$ cat src/rtl/mips_bus_arbiter.sv
// Two-master / two-slave bus controller for the MIPS SoC.
// Round-robin arbitration between the core (m0) and the debug/DMA loader (m1),
// one outstanding transaction, address MSB selects memory (0) or UART CSRs (1).
// All outputs are registered; slave strobes fire once per access.
module mips_bus_arbiter #(
  parameter int ADDR_WIDTH      = 32,
  parameter int DATA_WIDTH      = 32,
  parameter int UART_ADDR_WIDTH = 3,
  parameter int MEM_LATENCY     = 1,
  parameter int UART_LATENCY    = 2
) (
  input  logic                       clk,
  input  logic                       rst_n,
  // master 0 (MIPS core)
  input  logic                       m0_req,
  input  logic [ADDR_WIDTH-1:0]      m0_addr,
  input  logic [DATA_WIDTH-1:0]      m0_wr_data,
  input  logic                       m0_wr_en,
  output logic                       m0_ack,
  output logic [DATA_WIDTH-1:0]      m0_rd_data,
  // master 1 (debug / DMA loader)
  input  logic                       m1_req,
  input  logic [ADDR_WIDTH-1:0]      m1_addr,
  input  logic [DATA_WIDTH-1:0]      m1_wr_data,
  input  logic                       m1_wr_en,
  output logic                       m1_ack,
  output logic [DATA_WIDTH-1:0]      m1_rd_data,
  // instruction/data memory
  output logic                       mem_chip_sel,
  output logic [ADDR_WIDTH-2:0]      mem_addr,
  output logic [DATA_WIDTH-1:0]      mem_wr_data,
  output logic                       mem_wr_en,
  input  logic [DATA_WIDTH-1:0]      mem_rd_data,
  // UART CSR block
  output logic [UART_ADDR_WIDTH-1:0] uart_csr_addr,
  output logic [DATA_WIDTH-1:0]      uart_csr_wr_data,
  output logic                       uart_csr_wen,
  output logic                       uart_csr_ren,
  input  logic [DATA_WIDTH-1:0]      uart_csr_rd_data,
  // status
  output logic                       busy
);

  localparam int CNT_W = 8;
  localparam logic [CNT_W-1:0] MEM_LAT_M1  = CNT_W'(MEM_LATENCY - 1);
  localparam logic [CNT_W-1:0] UART_LAT_M1 = CNT_W'(UART_LATENCY - 1);

  typedef enum logic [1:0] {
    S_IDLE,
    S_ISSUE,
    S_WAIT,
    S_DONE
  } state_t;

  state_t                     state_q, state_d;
  logic                       id_q, id_d;        // granted master
  logic                       sel_q, sel_d;      // 0 = memory, 1 = UART
  logic                       wr_en_q, wr_en_d;
  logic                       ptr_q, ptr_d;      // master favoured on a tie
  logic [CNT_W-1:0]           cnt_q, cnt_d;

  logic                       mem_chip_sel_q, mem_chip_sel_d;
  logic [ADDR_WIDTH-2:0]      mem_addr_q, mem_addr_d;
  logic [DATA_WIDTH-1:0]      mem_wr_data_q, mem_wr_data_d;
  logic                       mem_wr_en_q, mem_wr_en_d;
  logic [UART_ADDR_WIDTH-1:0] uart_csr_addr_q, uart_csr_addr_d;
  logic [DATA_WIDTH-1:0]      uart_csr_wr_data_q, uart_csr_wr_data_d;
  logic                       uart_csr_wen_q, uart_csr_wen_d;
  logic                       uart_csr_ren_q, uart_csr_ren_d;
  logic                       m0_ack_q, m0_ack_d;
  logic                       m1_ack_q, m1_ack_d;
  logic [DATA_WIDTH-1:0]      m0_rd_data_q, m0_rd_data_d;
  logic [DATA_WIDTH-1:0]      m1_rd_data_q, m1_rd_data_d;
  logic                       busy_q, busy_d;

  // Arbitration helpers and the value captured at the end of the data phase.
  logic                       gnt;
  logic [ADDR_WIDTH-1:0]      gnt_addr;
  logic [DATA_WIDTH-1:0]      gnt_wr_data;
  logic                       gnt_wr_en;
  logic [DATA_WIDTH-1:0]      cap_data;

  // Pick the requester and the read data that would be captured this cycle.
  always_comb begin
    gnt         = (m0_req && m1_req) ? ptr_q : m1_req;
    gnt_addr    = gnt ? m1_addr    : m0_addr;
    gnt_wr_data = gnt ? m1_wr_data : m0_wr_data;
    gnt_wr_en   = gnt ? m1_wr_en   : m0_wr_en;
    if (wr_en_q)    cap_data = '0;
    else if (sel_q) cap_data = uart_csr_rd_data;
    else            cap_data = mem_rd_data;
  end

  // Next-state and next-output logic; strobes and acks default low every cycle.
  always_comb begin
    state_d            = state_q;
    id_d               = id_q;
    sel_d              = sel_q;
    wr_en_d            = wr_en_q;
    ptr_d              = ptr_q;
    cnt_d              = cnt_q;
    mem_chip_sel_d     = mem_chip_sel_q;
    mem_addr_d         = mem_addr_q;
    mem_wr_data_d      = mem_wr_data_q;
    mem_wr_en_d        = 1'b0;
    uart_csr_addr_d    = uart_csr_addr_q;
    uart_csr_wr_data_d = uart_csr_wr_data_q;
    uart_csr_wen_d     = 1'b0;
    uart_csr_ren_d     = 1'b0;
    m0_ack_d           = 1'b0;
    m1_ack_d           = 1'b0;
    m0_rd_data_d       = '0;
    m1_rd_data_d       = '0;

    case (state_q)
      S_IDLE: begin
        if (m0_req || m1_req) begin
          id_d               = gnt;
          sel_d              = gnt_addr[ADDR_WIDTH-1];
          wr_en_d            = gnt_wr_en;
          mem_addr_d         = gnt_addr[ADDR_WIDTH-2:0];
          uart_csr_addr_d    = gnt_addr[UART_ADDR_WIDTH-1:0];
          mem_wr_data_d      = gnt_wr_data;
          uart_csr_wr_data_d = gnt_wr_data;
          // Strobes are registered, so they are set up here to be live in ISSUE.
          mem_chip_sel_d     = ~gnt_addr[ADDR_WIDTH-1];
          mem_wr_en_d        = ~gnt_addr[ADDR_WIDTH-1] & gnt_wr_en;
          uart_csr_wen_d     =  gnt_addr[ADDR_WIDTH-1] & gnt_wr_en;
          uart_csr_ren_d     =  gnt_addr[ADDR_WIDTH-1] & ~gnt_wr_en;
          cnt_d              = gnt_addr[ADDR_WIDTH-1] ? UART_LAT_M1 : MEM_LAT_M1;
          state_d            = S_ISSUE;
        end
      end
      S_ISSUE: begin
        if (cnt_q == '0) begin
          // Single-cycle latency: data is valid during ISSUE itself.
          mem_chip_sel_d = 1'b0;
          m0_ack_d       = ~id_q;
          m1_ack_d       =  id_q;
          m0_rd_data_d   = id_q ? '0 : cap_data;
          m1_rd_data_d   = id_q ? cap_data : '0;
          state_d        = S_DONE;
        end else begin
          state_d = S_WAIT;
        end
      end
      S_WAIT: begin
        cnt_d = cnt_q - 1'b1;
        // Counter reaching zero at this edge marks the capture point.
        if (cnt_q == CNT_W'(1)) begin
          mem_chip_sel_d = 1'b0;
          m0_ack_d       = ~id_q;
          m1_ack_d       =  id_q;
          m0_rd_data_d   = id_q ? '0 : cap_data;
          m1_rd_data_d   = id_q ? cap_data : '0;
          state_d        = S_DONE;
        end
      end
      S_DONE: begin
        ptr_d   = ~id_q;
        state_d = S_IDLE;
      end
      default: state_d = S_IDLE;
    endcase

    busy_d = (state_d != S_IDLE);
  end

  // State and output registers; reset aborts any access without an ack.
  always_ff @(posedge clk or negedge rst_n) begin
    if (!rst_n) begin
      state_q            <= S_IDLE;
      id_q               <= 1'b0;
      sel_q              <= 1'b0;
      wr_en_q            <= 1'b0;
      ptr_q              <= 1'b0;
      cnt_q              <= '0;
      mem_chip_sel_q     <= 1'b0;
      mem_addr_q         <= '0;
      mem_wr_data_q      <= '0;
      mem_wr_en_q        <= 1'b0;
      uart_csr_addr_q    <= '0;
      uart_csr_wr_data_q <= '0;
      uart_csr_wen_q     <= 1'b0;
      uart_csr_ren_q     <= 1'b0;
      m0_ack_q           <= 1'b0;
      m1_ack_q           <= 1'b0;
      m0_rd_data_q       <= '0;
      m1_rd_data_q       <= '0;
      busy_q             <= 1'b0;
    end else begin
      state_q            <= state_d;
      id_q               <= id_d;
      sel_q              <= sel_d;
      wr_en_q            <= wr_en_d;
      ptr_q              <= ptr_d;
      cnt_q              <= cnt_d;
      mem_chip_sel_q     <= mem_chip_sel_d;
      mem_addr_q         <= mem_addr_d;
      mem_wr_data_q      <= mem_wr_data_d;
      mem_wr_en_q        <= mem_wr_en_d;
      uart_csr_addr_q    <= uart_csr_addr_d;
      uart_csr_wr_data_q <= uart_csr_wr_data_d;
      uart_csr_wen_q     <= uart_csr_wen_d;
      uart_csr_ren_q     <= uart_csr_ren_d;
      m0_ack_q           <= m0_ack_d;
      m1_ack_q           <= m1_ack_d;
      m0_rd_data_q       <= m0_rd_data_d;
      m1_rd_data_q       <= m1_rd_data_d;
      busy_q             <= busy_d;
    end
  end

  assign m0_ack           = m0_ack_q;
  assign m1_ack           = m1_ack_q;
  assign m0_rd_data       = m0_rd_data_q;
  assign m1_rd_data       = m1_rd_data_q;
  assign mem_chip_sel     = mem_chip_sel_q;
  assign mem_addr         = mem_addr_q;
  assign mem_wr_data      = mem_wr_data_q;
  assign mem_wr_en        = mem_wr_en_q;
  assign uart_csr_addr    = uart_csr_addr_q;
  assign uart_csr_wr_data = uart_csr_wr_data_q;
  assign uart_csr_wen     = uart_csr_wen_q;
  assign uart_csr_ren     = uart_csr_ren_q;
  assign busy             = busy_q;

endmodule

$ cat config.mk
export PLATFORM = sky130hd
export DESIGN_NAME = mips_bus_arbiter
export DESIGN_NICKNAME = d
export VERILOG_FILES = /design/src/rtl/mips_bus_arbiter.sv
export SDC_FILE = /design/constraint.sdc
export NUM_CORES = 1
export LEC_CHECK = 0
export CAP_MARGIN = 10
export CELL_PAD_IN_SITES_DETAIL_PLACEMENT = 1
export CELL_PAD_IN_SITES_GLOBAL_PLACEMENT = 2
export CORE_MARGIN = 3
export CORE_UTILIZATION = 25
export CTS_BUF_LIST = sky130_fd_sc_hd__clkbuf_8
export CTS_CLUSTER_DIAMETER = 100
export DETAILED_ROUTE_END_ITERATION = 7
export PLACE_DENSITY = 0.91
export SETUP_SLACK_MARGIN = 0.4
export SLEW_MARGIN = 5
export SYNTH_ARGS = -nofsm -noshare
export SYNTH_HDL_FRONTEND = slang
export SYNTH_SLANG_ARGS = --single-unit
$ cat constraint.sdc
create_clock -name clk -period 4.2 [get_ports clk]
set_input_delay 0.63 -clock clk [delete_from_list [all_inputs] [get_ports clk]]
set_output_delay 0.63 -clock clk [all_outputs]
set_load 0.02 [all_outputs]
==> impl_metrics.csv, run 1 <==
group,metric,value,unit
global_route,grt_pass1_vias,5948,
yosys,synth_async_sr_flop_share,1.00,
final_layout,nets,1124,
routing,routed_wl,24900,um
timing,worst_pin_slew,1000,ps
final_layout,fillCellCount,2921,
yosys,syn_nets,808,
floorplanning,fp.dieH,171,um
setup_path,max_stage_delay,630,ps
timing,post-route-period-util,0.617,
clocking,cts_max_level,4,
floorplanning,core-area,0.0264,mm^2
placed_design,dp_slack,1370,ps
setup_path,slowest_stage,"nand4_4",
clocking,cts_hold_buf,0,
clocking,ctsResizeCount,0,
yosys,ys_seq_area_frac,0.544,
clocking,worstSkewPairLatency,450,ps
floorplanning,io_pins,367,
floorplanning,die_area,0.0293,mm^2
clocking,post_cts_buffers,0,
yosys,netlist_area,0.00681,mm^2
final_layout,final_core_util,0.414,
timing,setup_viol,0,
pwr,power_switching,0.00281,W
timing,clock_skew,31.6,ps
final_layout,drive_gt1_frac,0.0946,
setup_path,arrival,2920,ps
clocking,cts_root_buffer,"clkbuf_8",
worst_hold_path,worst_hold_path_type,"primary input to asynchronous set/reset pin",
pwr,leakage,4.76,nW
clocking,cts.path.max_buffers,2,
setup_path,cp-start-kind,"flip-flop",
timing,drv_slew,0,
yosys,synth-edff-count,0,
timing,setup_slack,1610,ps
placed_design,port_buffers,366,
global_route,grt_max_degree,137,
floorplanning,die_x,171,um
timing,hold_violations,0,
global_route,grt.overflow.total,0,
floorplanning,rows,59,
clocking,clkSinkCount,148,
routing,drt-initial-drc-count,265,
pwr,peakVddDrop,0.312,mV
setup_path,cp.required,4530,ps
timing,slew_headroom,0.332,
timing,rsz0062_at_grt,"no",
clocking,cts_tree,"yes",
pwr,intPower,0.00387,W
pwr,p_per_area,610,mW/mm^2
routing,drcViolationCount,0,
timing,fmax,386,MHz
final_layout,area_delta_synth_final,60.7,%
routing,ant_nets,0,
global_route,grt_pass1_wl,36800,um
yosys,syn_avg_cell_area,11.3,um^2
final_layout,diodes,0,
yosys,synth_cells,601,
yosys,ys_warn_count,0,
setup_path,cp-end-kind,"flip-flop",
routing,drt_first_pass_iters,4,
routing,routed_via_density,4.43,
pwr,seqPwrFrac,0.337,
pwr,pwr-share-clk,0.182,
placed_design,place_congestion,0.804,
clocking,cts_buffers,17,
routing,wl_per_cell,19.7,um
setup_path,path_class,"flip-flop to flip-flop",
yosys,synth_ff_type,"dfrtp_1",
placed_design,dp_hpwl,19100,um
yosys,ys_seq_elements,148,
timing,setup_tns,0,ps
global_route,grt_antenna_before_repair,0,
setup_path,crit_path_cell_trace,"inv_1 -> ha_1 -> a22o_1 -> nand4_4 -> nor3_1",
routing,routed-via-count,5608,
outcome,status,"finished clean",
clocking,path_clk_slew,100,ps
pwr,switching_share,0.420,
pwr,p_comb_frac,0.481,
timing,fin_crit,2590,ps
job,max-cap-violations,0,
global_route,grt_use_total,0.164,
floorplanning,initial_core_util,0.258,
setup_path,crit_fanout,32,
yosys,synth.distinct_cells,41,
per-stage QoR:
step | hold WS, ps | instances | cell area (um^2) | power [W]
6_report | 228 | 1265 | 11000 | 0.00668
5_1_grt | 237 | 1265 | 11000 | 0.00712
4_1_cts | 227 | 1265 | 11000 | 0.00678
3_5_place_dp | 470 | 1233 | 10500 | 0.00554
3_3_place_gp | 461 | 1233 | 10500 | 0.00545
2_1_floorplan | 334 | 601 | 6810 | 0.00414
cells by family (layout without fill, tap and decap cells):
group	after synthesis	count (layout)	share of synthesized area
muxes	98	98	0.144
AOI/OAI and AO/OA	83	83	0.0659
DFF	148	148	0.544
xor gates and xnor gates	4	4	0.00514
adders and majority gates	9	9	0.0165
buffers and inverters	89	418	0.0786
and+or+nand+nor	170	170	0.146
critical path, delay by kind of cell (launching register included):
family | cells | cell delay, ps
flip-flops | 1 | 440
AO/OA/AOI/OAI | 1 | 350
adder cells (fa/ha/maj) | 1 | 430
buffers and inverters | 1 | 120
AND/OR/NAND/NOR | 2 | 1110
registers in the layout (all words and copies together) (netlist names), 2 cells and up:
register,cells
cnt_q,8
m0_rd_data,32
m1_rd_data,32
mem_addr,31
state_q,2
uart_csr_wr_data,32
final timing paths:
path,depth (start not counted),endpoint,slack [ps],start
max reg2reg,5,m1_rd_data[0],1610,state_q[0]
max,5,m1_rd_data[0],1610,state_q[0]
max in group asynchronous,2,uart_csr_wr_data[13],3080,rst_n
min reg2reg,2,mem_addr[20],490,mem_addr[20]
min,1,m1_rd_data[6],230,rst_n
min in group clk,2,mem_addr[20],490,mem_addr[20]
synthesized netlist by cell type (2+ instances only):
cell / instances / area share
dfrtp_1: 148 / 0.54
mux2i_1: 96 / 0.14
nand2_1: 71 / 0.039
o21ai_0: 60 / 0.044
buf_4: 37 / 0.041
nor3_1: 35 / 0.026
nor3_2: 32 / 0.047
clkbuf_1: 19 / 0.010
buf_2: 12 / 0.0088
inv_1: 12 / 0.0066
o21ai_1: 11 / 0.0081
nor2_1: 10 / 0.0055
ha_1: 9 / 0.017
buf_6: 5 / 0.0083
nand3_1: 4 / 0.0029
xor2_1: 4 / 0.0051
buf_1: 3 / 0.0017
nand4_1: 3 / 0.0028
a22o_1: 2 / 0.0026
a31oi_1: 2 / 0.0018
mux2_2: 2 / 0.0033
nand4_4: 2 / 0.0062
o221ai_1: 2 / 0.0026
o31ai_1: 2 / 0.0022
or2_2: 2 / 0.0018
routing by layer:
metal / wire length [um] / track usage
met1: 10200 / 0.203
met2: 13100 / 0.290
met3: 1200 / 0.0351
met4: 464 / 0.0420
met5: 0 / 0
final cells by class:
type,count,area [um^2],share of cell area
repair buffers,374,3750,0.342
well taps,335,419,0.0383
multi-input cells,364,2600,0.237
clock inverters,14,185,0.0169
clock buffers,18,248,0.0226
inverters,12,45.0,0.00411
flip-flops and latches,148,3710,0.338
placed cells by master (no fill, tap or decap), types with 3 or more instances in the layout:
cell type / netlist / layout
clkdlybuf4s50_1: 0 / 365
dfrtp_1: 148 / 146
mux2i_1: 96 / 96
nand2_1: 71 / 71
o21ai_0: 60 / 60
nor3_1: 35 / 35
nor3_2: 32 / 32
clkbuf_8: 1 / 18
inv_1: 12 / 12
nor2_1: 10 / 10
o21ai_1: 11 / 9
ha_1: 9 / 9
buf_4: 37 / 6
inv_8: 0 / 5
nand3_1: 4 / 4
xor2_1: 4 / 4
clkinv_4: 0 / 4
nand4_1: 3 / 3
power groups by stage:
stage                     clock network, W  registers, W  logic, W
after floorplan                          0       0.00248   0.00166
after global placement                   0       0.00227   0.00318
after detailed placement                 0       0.00228   0.00325
after CTS                          0.00127       0.00226   0.00326
after global routing               0.00133       0.00231   0.00348
final                              0.00122       0.00225   0.00321
(Power assumes the default switching activity.)
==> run 2: changes to the inputs <==
Settings changed: CORE_UTILIZATION 25 to 21, PLACE_DENSITY 0.91 to 0.82.
Clock period 4.2 ns to 2.2 ns, I/O delays scaled along.
==> impl_metrics.csv, run 2 (synthesis results as in run 1) <==
group,metric,value,unit
timing,setup_slack,470,ps
global_route,grt.overflow.total,0,
clocking,cts_root_buffer,"clkbuf_8",
timing,whs,379,ps
global_route,grt_use_total,0.138,
clocking,clkSinkCount,148,
clocking,worstSkewPairLatency,440,ps
setup_path,rrSetupSlack,490,ps
outcome,status,"finished clean",
setup_path,cp-start-kind,"flip-flop",
timing,worst_pin_slew,643,ps
setup_path,cp-end-kind,"primary output",
pwr,p_per_area,1100,mW/mm^2
final_layout,drive_gt1_frac,0.130,
routing,routed_wl,25000,um
floorplanning,die_area,0.0346,mm^2
final_layout,mostFrequentLayoutCells,"220 x clkdlybuf4s50_1, 145 x dfrtp_1, 111 x dlygate4sd2_1",
final_layout,area_delta_synth_final,67.3,%
setup_path,cp.required,1870,ps
placed_design,dp_slack,101,ps
final_layout,final_core_util,0.358,
routing,drcViolationCount,0,
floorplanning,fp.dieH,186,um
routing,routed-via-count,5686,
setup_path,reg2reg_to,"cnt_q[3]",
timing,rsz0062_at_grt,"yes",
floorplanning,rows,65,
setup_path,slowest_stage,"clkdlybuf4s50_1",
routing,wl_per_cell,18.0,um
routing,routed_via_density,4.08,
routing,drt_first_pass_iters,4,
timing,hold_violations,0,
floorplanning,die_x,186,um
setup_path,ff2ff_path_depth,7,
final_layout,final_common_cell,"clkdlybuf4s50_1",
timing,fmax,578,MHz
pwr,power.total,0.0126,W
setup_path,max_stage_delay,620,ps
setup_path,crit_path_cell_trace,"clkdlybuf4s50_1",
clocking,cts_buffers,17,
timing,slew_headroom,0.571,
clocking,path_clk_slew,100,ps
pwr,leakage,5.80,nW
final_layout,fillCellCount,3563,
floorplanning,io_pins,367,
placed_design,port_buffers,366,
job,max-cap-violations,0,
setup_path,crit_fanout,2,
timing,fin_crit,1730,ps
placed_design,dp_hpwl,19100,um
routing,ant_nets,0,
clocking,cts_tree,"yes",
routing,drt-initial-drc-count,166,
global_route,grt_pass1_vias,5936,
timing,setup_viol,0,
worst_hold_path,worst_hold_path_type,"primary input to asynchronous set/reset pin",
clocking,cts.path.max_buffers,2,
clocking,cts_max_level,4,
setup_path,rr_startpoint,"state_q[0]",
pwr,peakVddDrop,0.551,mV
global_route,grt_antenna_before_repair,2,
timing,clock_skew,15.2,ps
timing,drv_slew,0,
setup_path,crit_family,"buffers and inverters",
floorplanning,core-area,0.0318,mm^2
timing,post-route-period-util,0.786,
floorplanning,initial_core_util,0.214,
setup_path,path_class,"flip-flop to primary output",
setup_path,path_buf_inv,1,
placed_design,place_congestion,0.774,
setup_path,arrival,1400,ps
global_route,grt_max_degree,137,
global_route,grt_pass1_wl,36100,um
final_layout,nets,1153,
timing,setup_tns,0,ps
## run 2: changes by cell type in the layout (fill, tap and decap cells not counted), sizes merged
cell,delta
inv,+1
clkdlybuf4s50,-145
buf,+28
dlygate4sd3,+1
clkinvlp,+2
dlymetal6s2s,+34
diode,+1
clkinv,-2
dlygate4sd2,+111
clkbuf,-1
## run 2: worst max path at each step
stage / from / to / slack (ps) / cells after the start
finish: mem_addr[5] / mem_addr[5] / 470 / 1
global route: state_q[0] / cnt_q[3] / 390 / 7
global placement: m0_req / mem_addr[17] / 110 / 7
floorplan: state_q[0] / cnt_q[3] / 410 / 7
detailed placement: m0_req / mem_addr[17] / 100 / 7
CTS: m1_rd_data[27] / m1_rd_data[27] / 400 / 1
## run 2: layout make-up
type	count	area, um^2	area share
Sequential cell	148	3710	0.325
Timing Repair Buffer	403	4040	0.354
Antenna cell	1	2.50	0.000220
Tap cell	435	544	0.0477
Multi-Input combinational cell	364	2640	0.232
Inverter	12	45.0	0.00395
Clock buffer	17	234	0.0205
Clock inverter	15	190	0.0167
## run 2: metrics by stage
| step | cells | cell area (um^2) |
|---|---|---|
| finish | 1395 | 11400 |
| global route | 1395 | 11400 |
| floorplan | 601 | 6820 |
| global placement | 1349 | 10900 |
| CTS | 1388 | 11200 |
| detailed placement | 1349 | 10900 |
## run 2: worst reg2reg max path: stages, from the launching register on
cell     delay [ps]
dfrtp_1         410
inv_2           120
ha_4            150
buf_6           120
or2_4           130
nand3_2          90
or4_2           550
nand2_1          80
## run 2: layer usage
metal,share of wire,wire (um),vias up,GRT usage
li1,-,-,2718,-
met4,0.013,318,2,0.0360
met3,0.041,1030,17,0.0264
met5,0.00052,13,-,0
met2,0.55,13700,134,0.255
met1,0.40,9980,2815,0.164
## run 2: where the power goes
group	switching, W	internal (W)	total, W
clock network	0.00128	0.00107	0.00235
logic	0.00349	0.00256	0.00606
registers	0.000683	0.00347	0.00416
total	0.00546	0.00711	0.0126
## run 2: timing repair
action / CTS / global route
hold buffers: 1 / 0
hold endpoints to repair: 43 / 0
cloned: 0 / 0
buffers inserted: 6 / 6
setup endpoints to repair: 139 / 63
pin swaps: 1 / 3
gates resized for setup: 119 / 40
